$ cat src/rtl/tl_pkg.sv
// Shared types and constants for the traffic-light monitor: lamp phase enum,
// active-high 7-segment digit codes ({g,f,e,d,c,b,a}) and default phase durations.
package tl_pkg;

    typedef enum logic [1:0] {INIT, GREEN, YELLOW, RED} phase_t;

    localparam logic [6:0] SEG_0 = 7'h3F;
    localparam logic [6:0] SEG_1 = 7'h06;
    localparam logic [6:0] SEG_2 = 7'h5B;
    localparam logic [6:0] SEG_3 = 7'h4F;
    localparam logic [6:0] SEG_4 = 7'h66;
    localparam logic [6:0] SEG_5 = 7'h6D;
    localparam logic [6:0] SEG_6 = 7'h7D;
    localparam logic [6:0] SEG_7 = 7'h07;
    localparam logic [6:0] SEG_8 = 7'h7F;
    localparam logic [6:0] SEG_9 = 7'h6F;

    localparam int unsigned GREEN_S  = 25;
    localparam int unsigned YELLOW_S = 5;
    localparam int unsigned RED_S    = 30;

endpackage

$ cat src/rtl/seg7_decode.sv
// One 7-segment code back to a BCD digit; valid drops for anything that is not 0..9.
module seg7_decode import tl_pkg::*; #(
    parameter bit ACTIVE_LOW = 1'b1
) (
    input  logic [6:0] code,
    output logic [3:0] digit,
    output logic       valid
);

    logic [6:0] seg;

    always_comb begin
        seg   = ACTIVE_LOW ? ~code : code;
        digit = 4'd0;
        valid = 1'b1;
        case (seg)
            SEG_0:   digit = 4'd0;
            SEG_1:   digit = 4'd1;
            SEG_2:   digit = 4'd2;
            SEG_3:   digit = 4'd3;
            SEG_4:   digit = 4'd4;
            SEG_5:   digit = 4'd5;
            SEG_6:   digit = 4'd6;
            SEG_7:   digit = 4'd7;
            SEG_8:   digit = 4'd8;
            SEG_9:   digit = 4'd9;
            default: valid = 1'b0;
        endcase
    end

endmodule

$ cat src/rtl/traffic_light_monitor.sv
// Passive checker for the traffic-light lamps and 4-digit countdown display.
// Registers every input once, then checks lamp encoding, sequence, phase timing and countdown steps.
module traffic_light_monitor import tl_pkg::*; #(
    parameter int unsigned CLK_DIV        = 50_000_000,
    parameter int unsigned GREEN_S        = tl_pkg::GREEN_S,
    parameter int unsigned YELLOW_S       = tl_pkg::YELLOW_S,
    parameter int unsigned RED_S          = tl_pkg::RED_S,
    parameter int unsigned TOL_CYC        = 4,
    parameter bit          SEG_ACTIVE_LOW = 1'b1
) (
    input  logic       clk50M,
    input  logic       Reset,
    input  logic       clr_err,
    input  logic [6:0] hex0,
    input  logic [6:0] hex1,
    input  logic [6:0] hex2,
    input  logic [6:0] hex3,
    input  logic       LR1,
    input  logic       LY1,
    input  logic       LG1,
    input  logic       LR2,
    input  logic       LY2,
    input  logic       LG2,
    output logic [6:0] cnt1,
    output logic [6:0] cnt2,
    output logic       cnt_valid,
    output logic       err_lamp,
    output logic       err_seq,
    output logic       err_seg,
    output logic       err_count,
    output logic       err_time,
    output logic       err_any
);

    localparam int unsigned CW = $clog2(RED_S*CLK_DIV + TOL_CYC + 1);
    localparam logic [CW-1:0] G_LO = CW'(GREEN_S*CLK_DIV - TOL_CYC);
    localparam logic [CW-1:0] G_HI = CW'(GREEN_S*CLK_DIV + TOL_CYC);
    localparam logic [CW-1:0] Y_LO = CW'(YELLOW_S*CLK_DIV - TOL_CYC);
    localparam logic [CW-1:0] Y_HI = CW'(YELLOW_S*CLK_DIV + TOL_CYC);
    localparam logic [CW-1:0] R_LO = CW'(RED_S*CLK_DIV - TOL_CYC);
    localparam logic [CW-1:0] R_HI = CW'(RED_S*CLK_DIV + TOL_CYC);

    // Input stage needs no reset: it only mirrors the pins, and the checks it feeds are reset.
    logic [3:0][6:0] hex_q;
    logic [1:0][2:0] lamp_q, lamp_prev;   // per direction {r,y,g}
    logic            clr_q;

    always_ff @(posedge clk50M) begin
        hex_q     <= {hex3, hex2, hex1, hex0};
        lamp_q    <= {{LR2, LY2, LG2}, {LR1, LY1, LG1}};
        lamp_prev <= lamp_q;
        clr_q     <= clr_err;
    end

    logic [3:0][3:0] dig;
    logic [3:0]      dvld;
    logic            all_vld;

    for (genvar i = 0; i < 4; i++) begin : g_dec
        seg7_decode #(.ACTIVE_LOW(SEG_ACTIVE_LOW)) u_dec (
            .code  (hex_q[i]),
            .digit (dig[i]),
            .valid (dvld[i])
        );
    end

    assign all_vld = &dvld;

    logic [1:0][6:0] val_new, cnt_r;
    logic [1:0]      set_lamp, set_seq, set_count, set_time;

    for (genvar d = 0; d < 2; d++) begin : g_dir
        phase_t        state, state_nxt, ph_new;
        logic          onehot, chg, chg_d, armed, armed_nxt, legal, in_tol;
        logic          seq_bad, time_bad, step_ok;
        logic [CW-1:0] pcnt, pcnt_nxt, lo, hi;

        assign val_new[d] = 7'(dig[2*d+1]) * 7'd10 + 7'(dig[2*d]);
        assign chg        = lamp_q[d] != lamp_prev[d];

        always_comb begin
            case (lamp_q[d])
                3'b001:  ph_new = GREEN;
                3'b010:  ph_new = YELLOW;
                3'b100:  ph_new = RED;
                default: ph_new = INIT;
            endcase
        end

        assign onehot = ph_new != INIT;
        assign legal  = (state == GREEN  && ph_new == YELLOW) ||
                        (state == YELLOW && ph_new == RED)    ||
                        (state == RED    && ph_new == GREEN);

        always_comb begin
            case (state)
                GREEN:   begin lo = G_LO; hi = G_HI; end
                YELLOW:  begin lo = Y_LO; hi = Y_HI; end
                default: begin lo = R_LO; hi = R_HI; end
            endcase
        end

        assign in_tol = (pcnt >= lo) && (pcnt <= hi);

        always_ff @(posedge clk50M) begin
            if (Reset) begin
                state <= INIT;
                armed <= 1'b0;
                chg_d <= 1'b0;
                pcnt  <= '0;
            end else begin
                state <= state_nxt;
                armed <= armed_nxt;
                chg_d <= chg;
                pcnt  <= pcnt_nxt;
            end
        end

        // armed goes high once a full phase has been entered from a known phase,
        // so the phase that follows INIT is never timed.
        always_comb begin
            state_nxt = state;
            armed_nxt = armed;
            if (onehot && ph_new != state) begin
                state_nxt = ph_new;
                if (state != INIT) armed_nxt = 1'b1;
            end
            if (chg)             pcnt_nxt = CW'(1);
            else if (pcnt != '1) pcnt_nxt = pcnt + CW'(1);
            else                 pcnt_nxt = pcnt;
        end

        always_comb begin
            seq_bad  = 1'b0;
            time_bad = 1'b0;
            if (onehot && state != INIT && ph_new != state) begin
                if (!legal)                seq_bad  = 1'b1;
                else if (armed && !in_tol) time_bad = 1'b1;
            end
        end

        // A step is fine when it counts down by one or the lamps just changed (reload).
        assign step_ok      = (cnt_r[d] != 7'd0 && val_new[d] == cnt_r[d] - 7'd1) || chg || chg_d;
        assign set_lamp[d]  = !onehot;
        assign set_seq[d]   = seq_bad;
        assign set_time[d]  = time_bad;
        assign set_count[d] = all_vld && cnt_valid && (val_new[d] != cnt_r[d]) && !step_ok;
    end

    always_ff @(posedge clk50M) begin
        if (Reset) begin
            cnt_r     <= '0;
            cnt_valid <= 1'b0;
            err_lamp  <= 1'b0;
            err_seq   <= 1'b0;
            err_seg   <= 1'b0;
            err_count <= 1'b0;
            err_time  <= 1'b0;
        end else begin
            cnt_valid <= all_vld;
            if (all_vld) cnt_r <= val_new;
            err_lamp  <= (err_lamp  & ~clr_q) | (|set_lamp) | (lamp_q[0][0] & lamp_q[1][0]);
            err_seq   <= (err_seq   & ~clr_q) | (|set_seq);
            err_seg   <= (err_seg   & ~clr_q) | ~all_vld;
            err_count <= (err_count & ~clr_q) | (|set_count);
            err_time  <= (err_time  & ~clr_q) | (|set_time);
        end
    end

    assign cnt1    = cnt_r[0];
    assign cnt2    = cnt_r[1];
    assign err_any = err_lamp | err_seq | err_seg | err_count | err_time;

endmodule
$ cat config.mk
export PLATFORM = sky130hd
export DESIGN_NAME = traffic_light_monitor
export DESIGN_NICKNAME = d
export VERILOG_FILES = /design/src/rtl/tl_pkg.sv /design/src/rtl/seg7_decode.sv /design/src/rtl/traffic_light_monitor.sv
export SDC_FILE = /design/constraint.sdc
export NUM_CORES = 1
export LEC_CHECK = 0
export CORE_AREA = 2 2 123 125
export CTS_BUF_LIST = sky130_fd_sc_hd__clkbuf_8
export DETAILED_ROUTE_END_ITERATION = 8
export DIE_AREA = 0 0 125 127
export GPL_TIMING_DRIVEN = 1
export PLACE_DENSITY = 0.84
export SLEW_MARGIN = 5
export SYNTH_ARGS = -nofsm -noshare
export SYNTH_HDL_FRONTEND = slang
export SYNTH_SLANG_ARGS = --single-unit
$ cat constraint.sdc
create_clock -name clk50M -period 4.6 [get_ports clk50M]
set_input_delay 1.15 -clock clk50M [delete_from_list [all_inputs] [get_ports clk50M]]
set_output_delay 1.15 -clock clk50M [all_outputs]
set_load 0.03 [all_outputs]
==> results of run 1 <==
power breakdown:
group	internal [mW]	switching [mW]
Sequential	1.16	0.0439
Clock	0.541	0.458
Combinational	0.106	0.113
Total	1.81	0.615
registers in the layout, indices dropped and copies added, names as in the netlist, 2 cells and up:
register,flops
g_dir.state,4
g_dir.armed,2
hex_q,28
g_dir.chg_d,2
g_dir.pcnt,62
lamp_prev,6
lamp_q,6
cnt2,7
cnt1,7
routing by layer:
metal,up-vias,routed length (um),track usage [%]
li1,3320,-,-
met2,119,7610,35.2
met1,3072,7880,27.7
met5,-,0,0
met4,0,232,6.27
met3,22,738,5.53
worst max-delay path by stage:
| stage | from | endpoint | slack (ns) | depth (start not counted) |
|---|---|---|---|---|
| after floorplan | hex_q[10]$_DFF_P_ | err_count$_SDFF_PP0_ | 1.11 | 16 |
| after global placement | hex_q[12]$_DFF_P_ | err_count$_SDFF_PP0_ | 0.98 | 15 |
| after detailed placement | hex_q[10]$_DFF_P_ | err_count$_SDFF_PP0_ | 0.79 | 15 |
| after CTS | hex_q[12]$_DFF_P_ | err_count$_SDFF_PP0_ | 0.80 | 15 |
| after global routing | hex_q[12]$_DFF_P_ | err_count$_SDFF_PP0_ | 0.54 | 15 |
| final | hex_q[12]$_DFF_P_ | err_count$_SDFF_PP0_ | 0.79 | 15 |
synthesized netlist by cell type (20+ instances only):
master   count
xnor2_1     44
inv_1       45
nor3_1      27
ha_1        68
a21oi_1     47
o21ai_0     20
nor2_1     107
dfxtp_1    131
nand3_1     30
nand4_1     25
nand2_1     48
xor2_1      39
area by class of cell:
type                            instances  area (sq um)
Fill cell                            1182          5460
Multi-Input combinational cell        689          4920
Sequential cell                       131          2620
Timing Repair Buffer                   61           601
Clock buffer                           21           289
Tap cell                              184           230
Inverter                               45           169
Clock inverter                         11           126
cell usage in the layout (no fill, tap or decap), drive strengths merged, types with 17 or more instances in the layout:
cell	instances
nor4	17
nand3	30
xor2	39
clkbuf	21
nor3	28
inv	48
nand4	27
nand2	48
xnor2	44
clkdlybuf4s50	57
o21ai	27
nor2	112
ha	68
dfxtp	131
a21oi	47
stage by stage:
stage               hold slack [ns]  area, sq um
floorplan                     0.329         7870
global placement              0.446         8550
detailed placement            0.461         8550
CTS                           0.478         8960
global route                  0.506         8960
finish                        0.474         8960
kinds of logic (layout without fill, tap and decap cells):
| logic type | after synthesis | in the layout | share of synthesized area [%] |
|---|---|---|---|
| buf+inv | 77 | 138 | 4.23 |
| fa+ha+maj | 72 | 72 | 11.8 |
| compound gates | 147 | 147 | 12.8 |
| flops | 131 | 131 | 33.3 |
| xor+xnor | 88 | 88 | 10.7 |
| simple gates | 366 | 366 | 25.1 |
| mux | 16 | 16 | 2.05 |
==> impl_metrics.prom, run 1 <==
# TYPE chip_impl_metric gauge
chip_impl_info{name="status",value="complete, no violations"} 1
chip_impl_metric{name="cts_hold_buffers",unit=""} 0
chip_impl_metric{name="final_weighted_congestion_of_routability_driven_global_placement",unit=""} 0.904
chip_impl_metric{name="die_x",unit="um"} 125
chip_impl_metric{name="initial_core_util",unit="%"} 54.6
chip_impl_metric{name="detail_route.first_pass.iterations",unit=""} 4
chip_impl_metric{name="fp.dieH",unit="um"} 127
chip_impl_metric{name="first_global_vias",unit=""} 6172
chip_impl_metric{name="vias_per_cell",unit=""} 5.72
chip_impl_metric{name="clk_transition_reported_paths",unit="ns"} 0.08
chip_impl_metric{name="vdd_ir_drop_max",unit="mV"} 0.193
chip_impl_metric{name="routedWlPerCell",unit="um"} 14.4
chip_impl_metric{name="synthesis.nets",unit=""} 1006
chip_impl_metric{name="globalRouteTotalUtil",unit="%"} 21.3
chip_impl_metric{name="fin_util",unit="%"} 62.1
chip_impl_metric{name="cp_max_fo",unit=""} 6
chip_impl_metric{name="final-hold-violation-count",unit=""} 0
chip_impl_metric{name="ys.warnings.count",unit=""} 0
chip_impl_metric{name="synth.cell_area",unit="sq um"} 7870
chip_impl_metric{name="areaGrowthSynthToFinish",unit="%"} 13.8
chip_impl_metric{name="place.port_buffers",unit=""} 57
chip_impl_metric{name="fp.coreArea",unit="sq um"} 14400
chip_impl_metric{name="data_arrival_time_at_the_worst_slack_endpoint",unit="ns"} 4.13
chip_impl_metric{name="synth_cell_type_count",unit=""} 82
chip_impl_metric{name="htree_num_levels",unit=""} 4
chip_impl_info{name="hold_path.class",value="reg -> reg"} 1
chip_impl_info{name="crit-reg2reg-capture",value="err_count$_SDFF_PP0_"} 1
chip_impl_metric{name="worst_path_largest_cell_delay",unit="ns"} 0.57
chip_impl_metric{name="numCtsBuffers",unit=""} 17
chip_impl_info{name="ys_dominant_reg_cell",value="dfxtp_1"} 1
chip_impl_metric{name="route.detailed.drc",unit=""} 0
chip_impl_info{name="worst_hold_path.endpoint",value="lamp_prev[1]$_DFF_P_"} 1
chip_impl_metric{name="post-cts-setup-buffers",unit=""} 0
chip_impl_metric{name="synth_edf_count",unit=""} 0
chip_impl_metric{name="final.setup.tns",unit="ns"} 0
chip_impl_metric{name="post_synth.cell_area_avg",unit="sq um"} 8.78
chip_impl_metric{name="report.final.slew_viol_count",unit=""} 0
chip_impl_metric{name="share_of_synthesized_flip_flops_with_an_asynchronous_set_or_reset",unit="%"} 0
chip_impl_metric{name="design.portCount",unit=""} 58
chip_impl_metric{name="final_clock_period_utilization_by_the_worst_path",unit="%"} 82.9
chip_impl_metric{name="final_layout_size_suffix_gt1_share",unit="%"} 6.37
chip_impl_info{name="post_synth_main_area_contributors",value="dfxtp_1, ha_1, nor2_1"} 1
chip_impl_metric{name="timing.critical_path.required",unit="ns"} 4.92
chip_impl_info{name="slowest_stage",value="fa_1"} 1
chip_impl_metric{name="synth-seq-cells",unit=""} 131
chip_impl_metric{name="global_route.overflow_total",unit=""} 0
chip_impl_metric{name="total_half_perimeter_wirelength_after_legalization_and_detailed_placement",unit="mm"} 11.9
chip_impl_metric{name="drt_first_iter_violations",unit=""} 378
chip_impl_info{name="crit_path_end_kind",value="flop"} 1
chip_impl_metric{name="place_worst_setup_slack",unit="ns"} 0.786
chip_impl_info{name="clockRootBuffer",value="clkbuf_8"} 1
chip_impl_metric{name="fin_crit",unit="ns"} 3.81
chip_impl_metric{name="cp_buf_inv_count",unit=""} 1
chip_impl_metric{name="cap_violations",unit=""} 0
chip_impl_metric{name="largest_net_degree_at_the_start_of_global_routing",unit=""} 31
chip_impl_metric{name="clkLatencyLatePin",unit="ns"} 0.45
chip_impl_metric{name="cts_resized",unit=""} 0
chip_impl_info{name="grt_setup_unrepaired",value="false"} 1
chip_impl_metric{name="maxSlewHeadroom",unit="%"} 26.1
chip_impl_info{name="holdCritStartpoint",value="lamp_q[1]$_DFF_P_"} 1
chip_impl_metric{name="rrSetupSlack",unit="ns"} 0.79
chip_impl_metric{name="report.power.total",unit="mW"} 2.43
chip_impl_metric{name="route.antenna.remaining_nets",unit=""} 0
chip_impl_metric{name="p_per_area",unit="nW/um^2"} 271
chip_impl_info{name="cp_top_family",value="adder cells"} 1
chip_impl_metric{name="antenna_cells_inserted",unit=""} 0
chip_impl_metric{name="maxClockFrequency",unit="GHz"} 0.262
chip_impl_metric{name="final_cell_count_no_fill",unit=""} 1142
chip_impl_metric{name="p_leak",unit="nW"} 3.35
chip_impl_metric{name="setup_viol_count_final",unit=""} 0
chip_impl_metric{name="synth_cells",unit=""} 897
chip_impl_info{name="timing.critical_path.from_type",value="flop"} 1
chip_impl_metric{name="seq_area_frac_synth",unit="%"} 33.3
chip_impl_info{name="chain_of_cells_forming_the_critical_path",value="nor2b_1 -> nand3_1 -> a211o_1 -> and2_1 -> inv_1 -> ha_1 -> ha_1 -> fa_1 -> nand2_1 -> a21oi_1 -> xnor3_1 -> xor2_1 -> xor2_1 -> o311ai_0 -> o21ai_1"} 1
chip_impl_metric{name="hold_depth",unit=""} 0
chip_impl_metric{name="worst_slack",unit="ns"} 0.788
chip_impl_metric{name="routed_wl",unit="mm"} 16.5
chip_impl_metric{name="timing_worst_slew_pin_value",unit="ns"} 1.11
chip_impl_metric{name="cts-root-to-sink-buffers",unit=""} 2
chip_impl_metric{name="detailroute.via_count",unit=""} 6533
chip_impl_metric{name="post-synth-top-area-fraction",unit="%"} 33.3
chip_impl_metric{name="placed_cells",unit=""} 1110
chip_impl_info{name="criticalPathCategory",value="reg -> reg"} 1
chip_impl_metric{name="reg2regPathDepth",unit=""} 15
chip_impl_info{name="clock_tree_from_tritoncts",value="yes"} 1
chip_impl_info{name="yosysTopAreaCell",value="dfxtp_1"} 1
chip_impl_metric{name="nets",unit=""} 1054
chip_impl_metric{name="clock_sink_count",unit=""} 131
chip_impl_info{name="reg2reg_from",value="hex_q[12]$_DFF_P_"} 1
chip_impl_metric{name="design.die.area",unit="sq um"} 15900
chip_impl_metric{name="rows",unit=""} 44
chip_impl_metric{name="finalClockSkew",unit="ns"} 0.0124
chip_impl_metric{name="grt_pass1_wl",unit="mm"} 28.5
chip_impl_metric{name="number_of_antenna_violations_at_the_first_check_in_global_routing",unit=""} 0
(Power assumes the default switching activity.)
==> run 2, diff against run 1 <==
- PLACE_DENSITY: 0.84 -> 0.87
- clock period: 4.6 -> 3.09 ns (I/O delays scaled with it)
==> run 2 against run 1 <==
  * The run now ends with negative setup slack left
  * Fmax is 12% higher
  * Count of clock-buffer cells in the layout is 2 lower
  * Final cell count is 5.5% higher
  * Final area is 5.7% higher
  * Largest power group unchanged
==> impl_metrics.prom, run 2 (synthesized netlist as in run 1, its figures left out) <==
# TYPE chip_impl_metric gauge
chip_impl_metric{name="fin_crit",unit="ns"} 3.40
chip_impl_metric{name="area.sequential",unit="sq um"} 2630
chip_impl_metric{name="design.die.area",unit="sq um"} 15900
chip_impl_metric{name="final.setup.tns",unit="ns"} -0.313
chip_impl_metric{name="largest_net_degree_at_the_start_of_global_routing",unit=""} 31
chip_impl_info{name="status",value="finished with violations"} 1
chip_impl_metric{name="global_route.overflow_total",unit=""} 0
chip_impl_info{name="grt_setup_unrepaired",value="true"} 1
chip_impl_metric{name="globalRouteTotalUtil",unit="%"} 23.4
chip_impl_info{name="failed_checks",value="negative setup slack"} 1
chip_impl_metric{name="met2_usage",unit="%"} 40.4
chip_impl_info{name="regMostFlops",value="g_dir.pcnt"} 1
chip_impl_metric{name="fp.dieH",unit="um"} 127
chip_impl_metric{name="cap_violations",unit=""} 0
chip_impl_metric{name="cp_max_fo",unit=""} 4
chip_impl_metric{name="fp.coreArea",unit="sq um"} 14400
chip_impl_metric{name="vdd_ir_drop_max",unit="mV"} 0.318
chip_impl_info{name="layout_commonest_cell",value="dfxtp_1"} 1
chip_impl_metric{name="timing_worst_slew_pin_value",unit="ns"} 0.629
chip_impl_metric{name="cts-root-to-sink-buffers",unit=""} 2
chip_impl_metric{name="worst_path_largest_cell_delay",unit="ns"} 0.54
chip_impl_metric{name="setup_viol_count_final",unit=""} 1
chip_impl_info{name="timing.critical_path.from_type",value="flop"} 1
chip_impl_metric{name="routedWlPerCell",unit="um"} 15.2
chip_impl_info{name="largestRegisters",value="g_dir.pcnt (62), hex_q (28)"} 1
chip_impl_metric{name="maxClockFrequency",unit="GHz"} 0.294
chip_impl_metric{name="vias_per_cell",unit=""} 5.72
chip_impl_metric{name="largest_register_ff_count",unit=""} 62
chip_impl_metric{name="route.detailed.drc",unit=""} 0
chip_impl_metric{name="clk_transition_reported_paths",unit="ns"} 0.08
chip_impl_metric{name="cts_hold_buffers",unit=""} 0
chip_impl_metric{name="cp_buf_inv_count",unit=""} 1
chip_impl_metric{name="use_met3",unit="%"} 5.36
chip_impl_metric{name="place_worst_setup_slack",unit="ns"} -0.317
chip_impl_metric{name="worst_slack",unit="ns"} -0.313
chip_impl_metric{name="first_global_vias",unit=""} 6672
chip_impl_metric{name="rows",unit=""} 44
chip_impl_metric{name="final_weighted_congestion_of_routability_driven_global_placement",unit=""} 0.884
chip_impl_metric{name="data_arrival_time_at_the_worst_slack_endpoint",unit="ns"} 3.75
chip_impl_metric{name="design.portCount",unit=""} 58
chip_impl_metric{name="final_clock_period_utilization_by_the_worst_path",unit="%"} 110
chip_impl_metric{name="die_x",unit="um"} 125
chip_impl_metric{name="antenna_cells_inserted",unit=""} 0
chip_impl_metric{name="numCtsBuffers",unit=""} 17
chip_impl_info{name="clockRootBuffer",value="clkbuf_8"} 1
chip_impl_metric{name="number_of_antenna_violations_at_the_first_check_in_global_routing",unit=""} 0
chip_impl_metric{name="finalClockSkew",unit="ns"} 0.0100
chip_impl_metric{name="post-cts-setup-buffers",unit=""} 0
chip_impl_metric{name="clock_sink_count",unit=""} 131
chip_impl_metric{name="gr-usage-met1",unit="%"} 28.9
chip_impl_metric{name="final-hold-violation-count",unit=""} 0
chip_impl_metric{name="detail_route.first_pass.iterations",unit=""} 5
chip_impl_metric{name="clkLatencyLatePin",unit="ns"} 0.47
chip_impl_metric{name="nets",unit=""} 1117
chip_impl_info{name="cp_top_family",value="adder cells"} 1
chip_impl_info{name="critPathMostFrequentCell",value="xor2_1"} 1
chip_impl_info{name="most_frequent_cells_in_the_layout",value="dfxtp_1, nor2_1, buf_4"} 1
chip_impl_metric{name="report.final.slew_viol_count",unit=""} 0
chip_impl_metric{name="areaGrowthSynthToFinish",unit="%"} 20.3
chip_impl_info{name="gr-max-usage-layer",value="met2"} 1
chip_impl_info{name="crit_path_end_kind",value="flop"} 1
chip_impl_info{name="hold_path.class",value="reg -> reg"} 1
chip_impl_metric{name="maxSlewHeadroom",unit="%"} 57.5
chip_impl_metric{name="drt_first_iter_violations",unit=""} 492
chip_impl_metric{name="htree_num_levels",unit=""} 4
chip_impl_metric{name="route.antenna.remaining_nets",unit=""} 0
chip_impl_metric{name="place.port_buffers",unit=""} 57
chip_impl_metric{name="area_of_the_multi_input_gates",unit="sq um"} 4970
chip_impl_metric{name="filler_cell_count",unit=""} 1136
chip_impl_info{name="criticalPathCategory",value="reg -> reg"} 1
chip_impl_metric{name="detailroute.via_count",unit=""} 6896
chip_impl_metric{name="total_half_perimeter_wirelength_after_legalization_and_detailed_placement",unit="mm"} 13.1
chip_impl_metric{name="p_leak",unit="nW"} 3.66
chip_impl_metric{name="p_per_area",unit="nW/um^2"} 386
chip_impl_metric{name="grt_pass1_wl",unit="mm"} 30.9
chip_impl_info{name="slowest_stage",value="fa_1"} 1
chip_impl_metric{name="final_layout_size_suffix_gt1_share",unit="%"} 13.6
chip_impl_metric{name="routed_wl",unit="mm"} 18.3
chip_impl_metric{name="timing.critical_path.required",unit="ns"} 3.44
chip_impl_info{name="clock_tree_from_tritoncts",value="yes"} 1
chip_impl_metric{name="initial_core_util",unit="%"} 54.6
chip_impl_info{name="chain_of_cells_forming_the_critical_path",value="nor4b_4 -> nand2b_1 -> a211o_1 -> and2_4 -> inv_2 -> ha_1 -> ha_2 -> fa_1 -> nand2_1 -> a21oi_1 -> xnor3_1 -> xor2_1 -> xor2_1 -> o311ai_1 -> o21ai_1"} 1
==> run 2: changes by cell type in the layout (fill, tap and decap cells not counted), sizes merged <==
cell	before	now
buf	4	67
clkbuf	21	19
clkinv	3	4
clkinvlp	3	6
inv	48	46
==> run 2: final cells by class <==
cell class	count	area share, %
sequential	131	27.7
multi-input combinational	689	52.5
inverter	45	1.78
timing repair buffer	124	11.3
clock buffer	19	2.76
tap	184	2.43
clock inverter	13	1.41
==> run 2: worst reg2reg max path, stage by stage, from the launching register on <==
cell	delay (ns)
dfxtp_2	0.35
nor4b_4	0.30
nand2b_1	0.08
a211o_1	0.26
and2_4	0.14
inv_2	0.05
ha_1	0.22
ha_2	0.18
fa_1	0.54
nand2_1	0.08
a21oi_1	0.15
xnor3_1	0.27
xor2_1	0.24
xor2_1	0.11
o311ai_1	0.23
o21ai_1	0.09
==> run 2: path summary, 6_finish.rpt <==
| path | start | to | slack, ns | cells after the start |
|---|---|---|---|---|
| hold / removal | g_dir[1].armed$_SDFFE_PP0P_ | g_dir[1].armed$_SDFFE_PP0P_ | 0.47 | 2 |
| setup reg to reg | hex_q[12]$_DFF_P_ | err_count$_SDFF_PP0_ | -0.31 | 15 |
| hold reg to reg | g_dir[1].armed$_SDFFE_PP0P_ | g_dir[1].armed$_SDFFE_PP0P_ | 0.47 | 2 |
| setup / recovery | hex_q[12]$_DFF_P_ | err_count$_SDFF_PP0_ | -0.31 | 15 |
==> run 2: where the power goes <==
part	total (mW)	internal, mW	switching (mW)
clock	1.46	0.753	0.712
combinational	0.406	0.203	0.203
sequential	1.78	1.73	0.0517
total	3.65	2.69	0.966
==> run 2: through the flow <==
step           std cells  area (sq um)  total power, mW  util, %  hold slack (ns)
2_1_floorplan        897          7900             2.04        -            0.329
3_3_place_gp        1173          9030             2.20     62.6            0.440
3_5_place_dp        1173          9030             2.21     62.6            0.455
4_1_cts             1205          9440             3.67     65.4            0.473
5_1_grt             1205          9470             3.80     65.6            0.497
6_report            1205          9470             3.65     65.6            0.473
==> run 2: what timing repair did <==
action / 4_1_cts / 5_1_grt
gates resized for setup: 4 / 7
pin swaps: 0 / 1
setup endpoints to repair: 1 / 3
==> run 2: routing by layer <==
metal | vias up | wire length (um)
met1 | 3249 | 8350
li1 | 3437 | -
met3 | 32 | 861
met2 | 178 | 8830
met4 | 0 | 312
met5 | - | 0
